==> src/rtl/tp_decision_selector.sv <==
// tp_decision_selector
// Collects one (degree, root-count) test pattern per accepted beat, builds a
// per-pattern correctable indicator and picks one winning pattern per frame.
// The result is held with a valid/ack handshake.
// Optional build macro: TP_DECISION_SELECTOR_MIN_DEG_EN
//   defined   -> lowest-degree correctable pattern wins (ties keep lower index)
//   undefined -> first correctable pattern in beat order wins
module tp_decision_selector #(
    parameter int TP_NUMS           = 8,
    parameter int BIT_WIDTH_DEG     = 2,
    parameter int BIT_WIDTH_ERR_CNT = 2,
    parameter int DEG_BYPASS        = 2
) (
    input  logic clk,
    input  logic in_ctr_nArst,
    input  logic in_ctr_Srst,
    input  logic in_ctr_start,
    input  logic in_tp_valid,
    input  logic [((BIT_WIDTH_DEG < 1) ? 1 : BIT_WIDTH_DEG)-1:0]         in_tp_deg,
    input  logic [((BIT_WIDTH_ERR_CNT < 1) ? 1 : BIT_WIDTH_ERR_CNT)-1:0] in_tp_errCnt,
    input  logic in_ctr_ack,
    output logic out_busy,
    output logic out_valid,
    output logic [((TP_NUMS < 1) ? 1 : TP_NUMS)-1:0] out_indicTP,
    output logic [((((TP_NUMS < 1) ? 1 : TP_NUMS) > 1) ? $clog2(TP_NUMS) : 1)-1:0] out_selIdx,
    output logic out_fail
);
    localparam int TPN   = (TP_NUMS < 1) ? 1 : TP_NUMS;
    localparam int DW    = (BIT_WIDTH_DEG < 1) ? 1 : BIT_WIDTH_DEG;
    localparam int EW    = (BIT_WIDTH_ERR_CNT < 1) ? 1 : BIT_WIDTH_ERR_CNT;
    localparam int W     = (DW > EW) ? DW : EW;
    localparam int IDX_W = (TPN > 1) ? $clog2(TPN) : 1;

    typedef enum logic [1:0] {IDLE, COLLECT, DONE} state_t;

    state_t           state;
    logic [IDX_W-1:0] cnt;
    logic             best_vld;
    logic [W-1:0]     deg_x, err_x;
    logic             ok, win, last_beat, start_frame;
`ifdef TP_DECISION_SELECTOR_MIN_DEG_EN
    logic [W-1:0]     best_deg;
`endif

    // Per-beat classification and selection decision.
    always_comb begin
        deg_x       = W'(in_tp_deg);
        err_x       = W'(in_tp_errCnt);
        ok          = (int'(deg_x) < DEG_BYPASS) || (deg_x == err_x);
        last_beat   = (cnt == IDX_W'(TPN - 1));
        start_frame = in_ctr_start && ((state == IDLE) || ((state == DONE) && in_ctr_ack));
`ifdef TP_DECISION_SELECTOR_MIN_DEG_EN
        // The first correctable pattern always wins, so an all-ones degree
        // that happens to be correctable is not lost against the reset value.
        win = ok && (!best_vld || (deg_x < best_deg));
`else
        win = ok && !best_vld;
`endif
    end

    // Frame FSM; all outputs are the registered state itself.
    always_ff @(posedge clk or negedge in_ctr_nArst) begin
        if (!in_ctr_nArst) begin
            state       <= IDLE;
            cnt         <= '0;
            best_vld    <= 1'b0;
            out_busy    <= 1'b0;
            out_valid   <= 1'b0;
            out_indicTP <= '0;
            out_selIdx  <= '0;
            out_fail    <= 1'b0;
`ifdef TP_DECISION_SELECTOR_MIN_DEG_EN
            best_deg    <= '1;
`endif
        end else if (in_ctr_Srst) begin
            state       <= IDLE;
            cnt         <= '0;
            best_vld    <= 1'b0;
            out_busy    <= 1'b0;
            out_valid   <= 1'b0;
            out_indicTP <= '0;
            out_selIdx  <= '0;
            out_fail    <= 1'b0;
`ifdef TP_DECISION_SELECTOR_MIN_DEG_EN
            best_deg    <= '1;
`endif
        end else begin
            case (state)
                IDLE: ;
                COLLECT: begin
                    if (in_tp_valid) begin
                        out_indicTP[cnt] <= ok;
                        if (win) begin
                            best_vld   <= 1'b1;
                            out_selIdx <= cnt;
`ifdef TP_DECISION_SELECTOR_MIN_DEG_EN
                            best_deg   <= deg_x;
`endif
                        end
                        if (last_beat) begin
                            state     <= DONE;
                            out_busy  <= 1'b0;
                            out_valid <= 1'b1;
                            out_fail  <= ~(best_vld | ok);
                        end else begin
                            cnt <= cnt + 1'b1;
                        end
                    end
                end
                DONE: begin
                    if (in_ctr_ack) begin
                        state     <= IDLE;
                        out_valid <= 1'b0;
                        out_fail  <= 1'b0;
                    end
                end
                default: state <= IDLE;
            endcase
            // Frame entry (from IDLE, or DONE with ack) overrides the above.
            if (start_frame) begin
                state       <= COLLECT;
                out_busy    <= 1'b1;
                cnt         <= '0;
                best_vld    <= 1'b0;
                out_indicTP <= '0;
                out_selIdx  <= '0;
`ifdef TP_DECISION_SELECTOR_MIN_DEG_EN
                best_deg    <= '1;
`endif
            end
        end
    end
endmodule

==> config.mk <==
export PLATFORM = sky130hd
export DESIGN_NAME = tp_decision_selector
export DESIGN_NICKNAME = d
export VERILOG_FILES = /design/src/rtl/tp_decision_selector.sv
export SDC_FILE = /design/constraint.sdc
export NUM_CORES = 1
export LEC_CHECK = 0
export CAP_MARGIN = 25
export CORE_MARGIN = 10
export CORE_UTILIZATION = 30
export CTS_CLUSTER_SIZE = 16
export DETAILED_ROUTE_END_ITERATION = 7
export GPL_TIMING_DRIVEN = 0
export PLACE_DENSITY_LB_ADDON = 0.15
export SYNTH_ARGS = -nofsm -noshare
export SYNTH_HDL_FRONTEND = slang
export SYNTH_SLANG_ARGS = --single-unit
==> constraint.sdc <==
create_clock -name clk -period 1.5 [get_ports clk]
set_input_delay 0.3 -clock clk [delete_from_list [all_inputs] [get_ports clk]]
set_output_delay 0.3 -clock clk [all_outputs]
set_load 0.1 [all_outputs]
==> Flow_metrics.wiki <==
{| class="wikitable"
! Metric !! Value
|-
| Outcome || finished, final reports clean
|-
| Synth-to-layout area growth || 40.3%
|-
| Slowest cell on the critical path || dfrtp_1
|-
| Number of antenna violations at the first check in global routing || 0
|-
| Warnings from Yosys || 0
|-
| Chip Height || 77.3 um
|-
| Total DRC errors in the routed layout || 0
|-
| Fmax achieved || 0.678 GHz
|-
| Proportion of layout cells with a drive suffix above 1 || 0.308
|-
| Worst Max-Slew Pin Slew || 0.917 ns
|-
| Worst path required time || 1.69 ns
|-
| Total power after layout || 1.00 mW
|-
| Unique masters post-synth || 32
|-
| Number of top-level pins || 24
|-
| Setup crit start || state[1]$_DFFE_PN0P_
|-
| Shortest clock period the worst path allows after layout || 1.48 ns
|-
| Total Die Area || 5970 um^2
|-
| Dpl hpwl || 1840 um
|-
| Final count of hold timing violations || 0
|-
| Synthesized netlist cell count || 101
|-
| Detailed Route Iter0 Violations || 50
|-
| Number of detailed-routing iterations run before antenna repair || 4
|-
| Main flop type after synthesis || dfrtp_1
|-
| Global-route wire length before repair || 4110 um
|-
| Seq/Total Area, Yosys || 0.508
|-
| Net count after synthesis || 113
|-
| Crit share post-route || 0.984
|-
| Cell area after synthesis || 985 um^2
|-
| Most common library cell in the layout ignoring fill and taps || dfrtp_1
|-
| Utilization after layout || 0.445
|-
| Clock tree buffer depth || 2
|-
| H-tree level count || 1
|-
| Count of state elements after synthesis || 20
|-
| Worst-path maximum fanout || 6
|-
| P per Cell Area || 726 nW/um^2
|-
| Diode insertion count for antenna repair || 0
|-
| Number of fill cells || 328
|-
| CTS tree || done
|-
| Final hold slack || 0.386 ns
|-
| Finish-stage setup viols || 0
|-
| Clock insertion delay at the later pin of the skew report || 0.30 ns
|-
| Worst Path Class, Setup || register to register
|-
| WP data arrival || 1.67 ns
|-
| Clock transition at the register clock pins on the worst setup and hold paths after CTS || 0.12 ns
|-
| Number of CTS-inserted buffers || 3
|-
| Leftover overflow at the end of global routing || 0
|-
| Lkg Pwr || 0.626 nW
|-
| Maximum capacitance violations || 0
|-
| Pin count of the biggest net entering global routing || 21
|-
| GRT Resource Usage Total || 0.0828
|-
| Net count of the finished layout || 147
|-
| Crit path launch type || register
|-
| Vias per cell || 5.08
|-
| RR Startpoint || state[1]$_DFFE_PN0P_
|-
| Total length of routed wires || 2660 um
|-
| Core Rows || 20
|-
| Drt wl/cell || 15.1 um
|-
| Number of global-route vias before repair || 808
|-
| Most used cells in the layout excluding fill and tap cells || dfrtp_1 (20), buf_2 (16), nor2_1 (13)
|-
| Clock sinks || 20
|-
| CP Capture Type || register
|-
| Worst-case headroom to the max-slew limit || 0.387
|-
| Area after DPL || 1270 um^2
|-
| Die width || 77.3 um
|-
| Post-route ant nets || 0
|-
| Proportion of synthesized flip-flops having asynchronous set or reset || 1.00
|-
| Chain of cells forming the critical path || nand3b_1 -> buf_6 -> nor4b_4 -> buf_4 -> a211oi_2
|-
| Buffers added on ports || 23
|-
| Unrepaired setup endpoints after global routing || true
|-
| Kind of path behind the tightest hold check || primary input to register
|-
| CTS Root Cell || clkbuf_4
|-
| Post-layout instance area || 1380 um^2
|-
| Layout Skew || 0.00260 ns
|-
| EDFF count, synth || 0
|-
| Starting utilization of the core area || 0.317
|-
| Number of vias in the routed layout || 900
|-
| Final weighted congestion in routability-driven placement || 0.829
|-
| Final count of pins violating max slew || 0
|-
| Synthesized area divided by synthesized cell count || 9.75 um^2
|-
| Peak VDD IR || 0.000408 V
|-
| Source of the worst hold timing path || in_ctr_ack
|-
| Slowest stage delay, CP || 0.46 ns
|-
| Core Box Area || 3100 um^2
|}
-- metal layers --
metal | global-route usage | wire (um) | up-vias
met5 | 0 | 0 | -
met4 | 0.0274 | 19 | 0
met3 | 0.0256 | 99 | 2
met2 | 0.126 | 1350 | 22
met1 | 0.107 | 1200 | 441
li1 | - | - | 435
-- kinds of logic after synthesis --
kind of cell | share of synthesized area
DFF | 0.508
and+or+nand+nor | 0.244
xor gates and xnor gates | 0.0178
AOI/OAI and AO/OA | 0.164
muxes | 0.0102
adders and majority gates | 0.0254
buffers and inverters | 0.0305
-- report_power, final --
group          internal (mW)  total (mW)  switching, mW
Clock                 0.0936       0.264          0.170
Sequential             0.549       0.557        0.00858
Combinational         0.0608       0.182          0.121
-- cell usage after synthesis (2+ instances only) --
master | count | area (um^2)
dfrtp_1 | 20 | 500
a21oi_1 | 7 | 35.0
nand2_1 | 12 | 45.0
nor3b_1 | 2 | 15.0
clkbuf_1 | 3 | 11.3
nand4_1 | 3 | 18.8
o311ai_0 | 3 | 26.3
nand2b_1 | 3 | 18.8
ha_1 | 2 | 25.0
o21ai_0 | 2 | 10.0
nor3_1 | 2 | 10.0
buf_2 | 3 | 15.0
nand3b_1 | 2 | 15.0
a211oi_1 | 7 | 52.6
nor2_1 | 13 | 48.8
-- worst max-delay path: cells and delay by family (launching register included) --
family	cells	cell delay, ns
AND/OR/NAND/NOR	2	0.52
flip-flops	1	0.46
buffers and inverters	2	0.33
AO/OA/AOI/OAI	1	0.05
-- final timing paths --
check                                              to  slack (ns)  cells past startpoint
max                        out_indicTP[4]$_DFFE_PN0P_        0.02                      5
min                              state[1]$_DFFE_PN0P_        0.39                      3
max reg2reg                out_indicTP[4]$_DFFE_PN0P_        0.02                      5
min reg2reg                     out_valid$_DFFE_PN0P_        0.49                      2
max in group asynchronous        best_vld$_DFFE_PN0P_        0.44                      1
min in group asynchronous          cnt[1]$_DFFE_PN0P_        0.50                      1
-- state kept, by name, summed over array words and instances (netlist names) --
name / flops
out_busy: 1
best_vld: 1
out_fail: 1
state: 2
out_indicTP: 8
out_selIdx: 3
out_valid: 1
cnt: 3
-- area by class of cell --
type / instances / area (um^2) / area share
timing repair buffer: 29 / 208 / 0.150
multi-input combinational: 74 / 547 / 0.396
inverter: 1 / 3.75 / 0.00272
tap: 44 / 55.1 / 0.0399
clock buffer: 3 / 22.5 / 0.0163
sequential: 20 / 500 / 0.362
buffer: 6 / 45.0 / 0.0326
-- stage by stage --
stage	TNS (ns)	worst slack (ns)	std cells
2_1_floorplan	0	0.0998	101
3_3_place_gp	-8.42	-0.317	168
3_5_place_dp	-9.63	-0.340	168
4_1_cts	-0.0140	-0.0140	171
5_1_grt	-0.0861	-0.0370	177
6_report	0	0.0241	177
-- repair_timing --
| action | 4_1_cts | 5_1_grt |
|---|---|---|
| pin swaps | 1 | 7 |
| setup buffers | 0 | 5 |
| cloned | 0 | 1 |
| resized for setup | 72 | 30 |
| setup endpoints to repair | 18 | 13 |
| hold buffers | 0 | 0 |
Note: power is estimated with default switching activity, not from simulation.
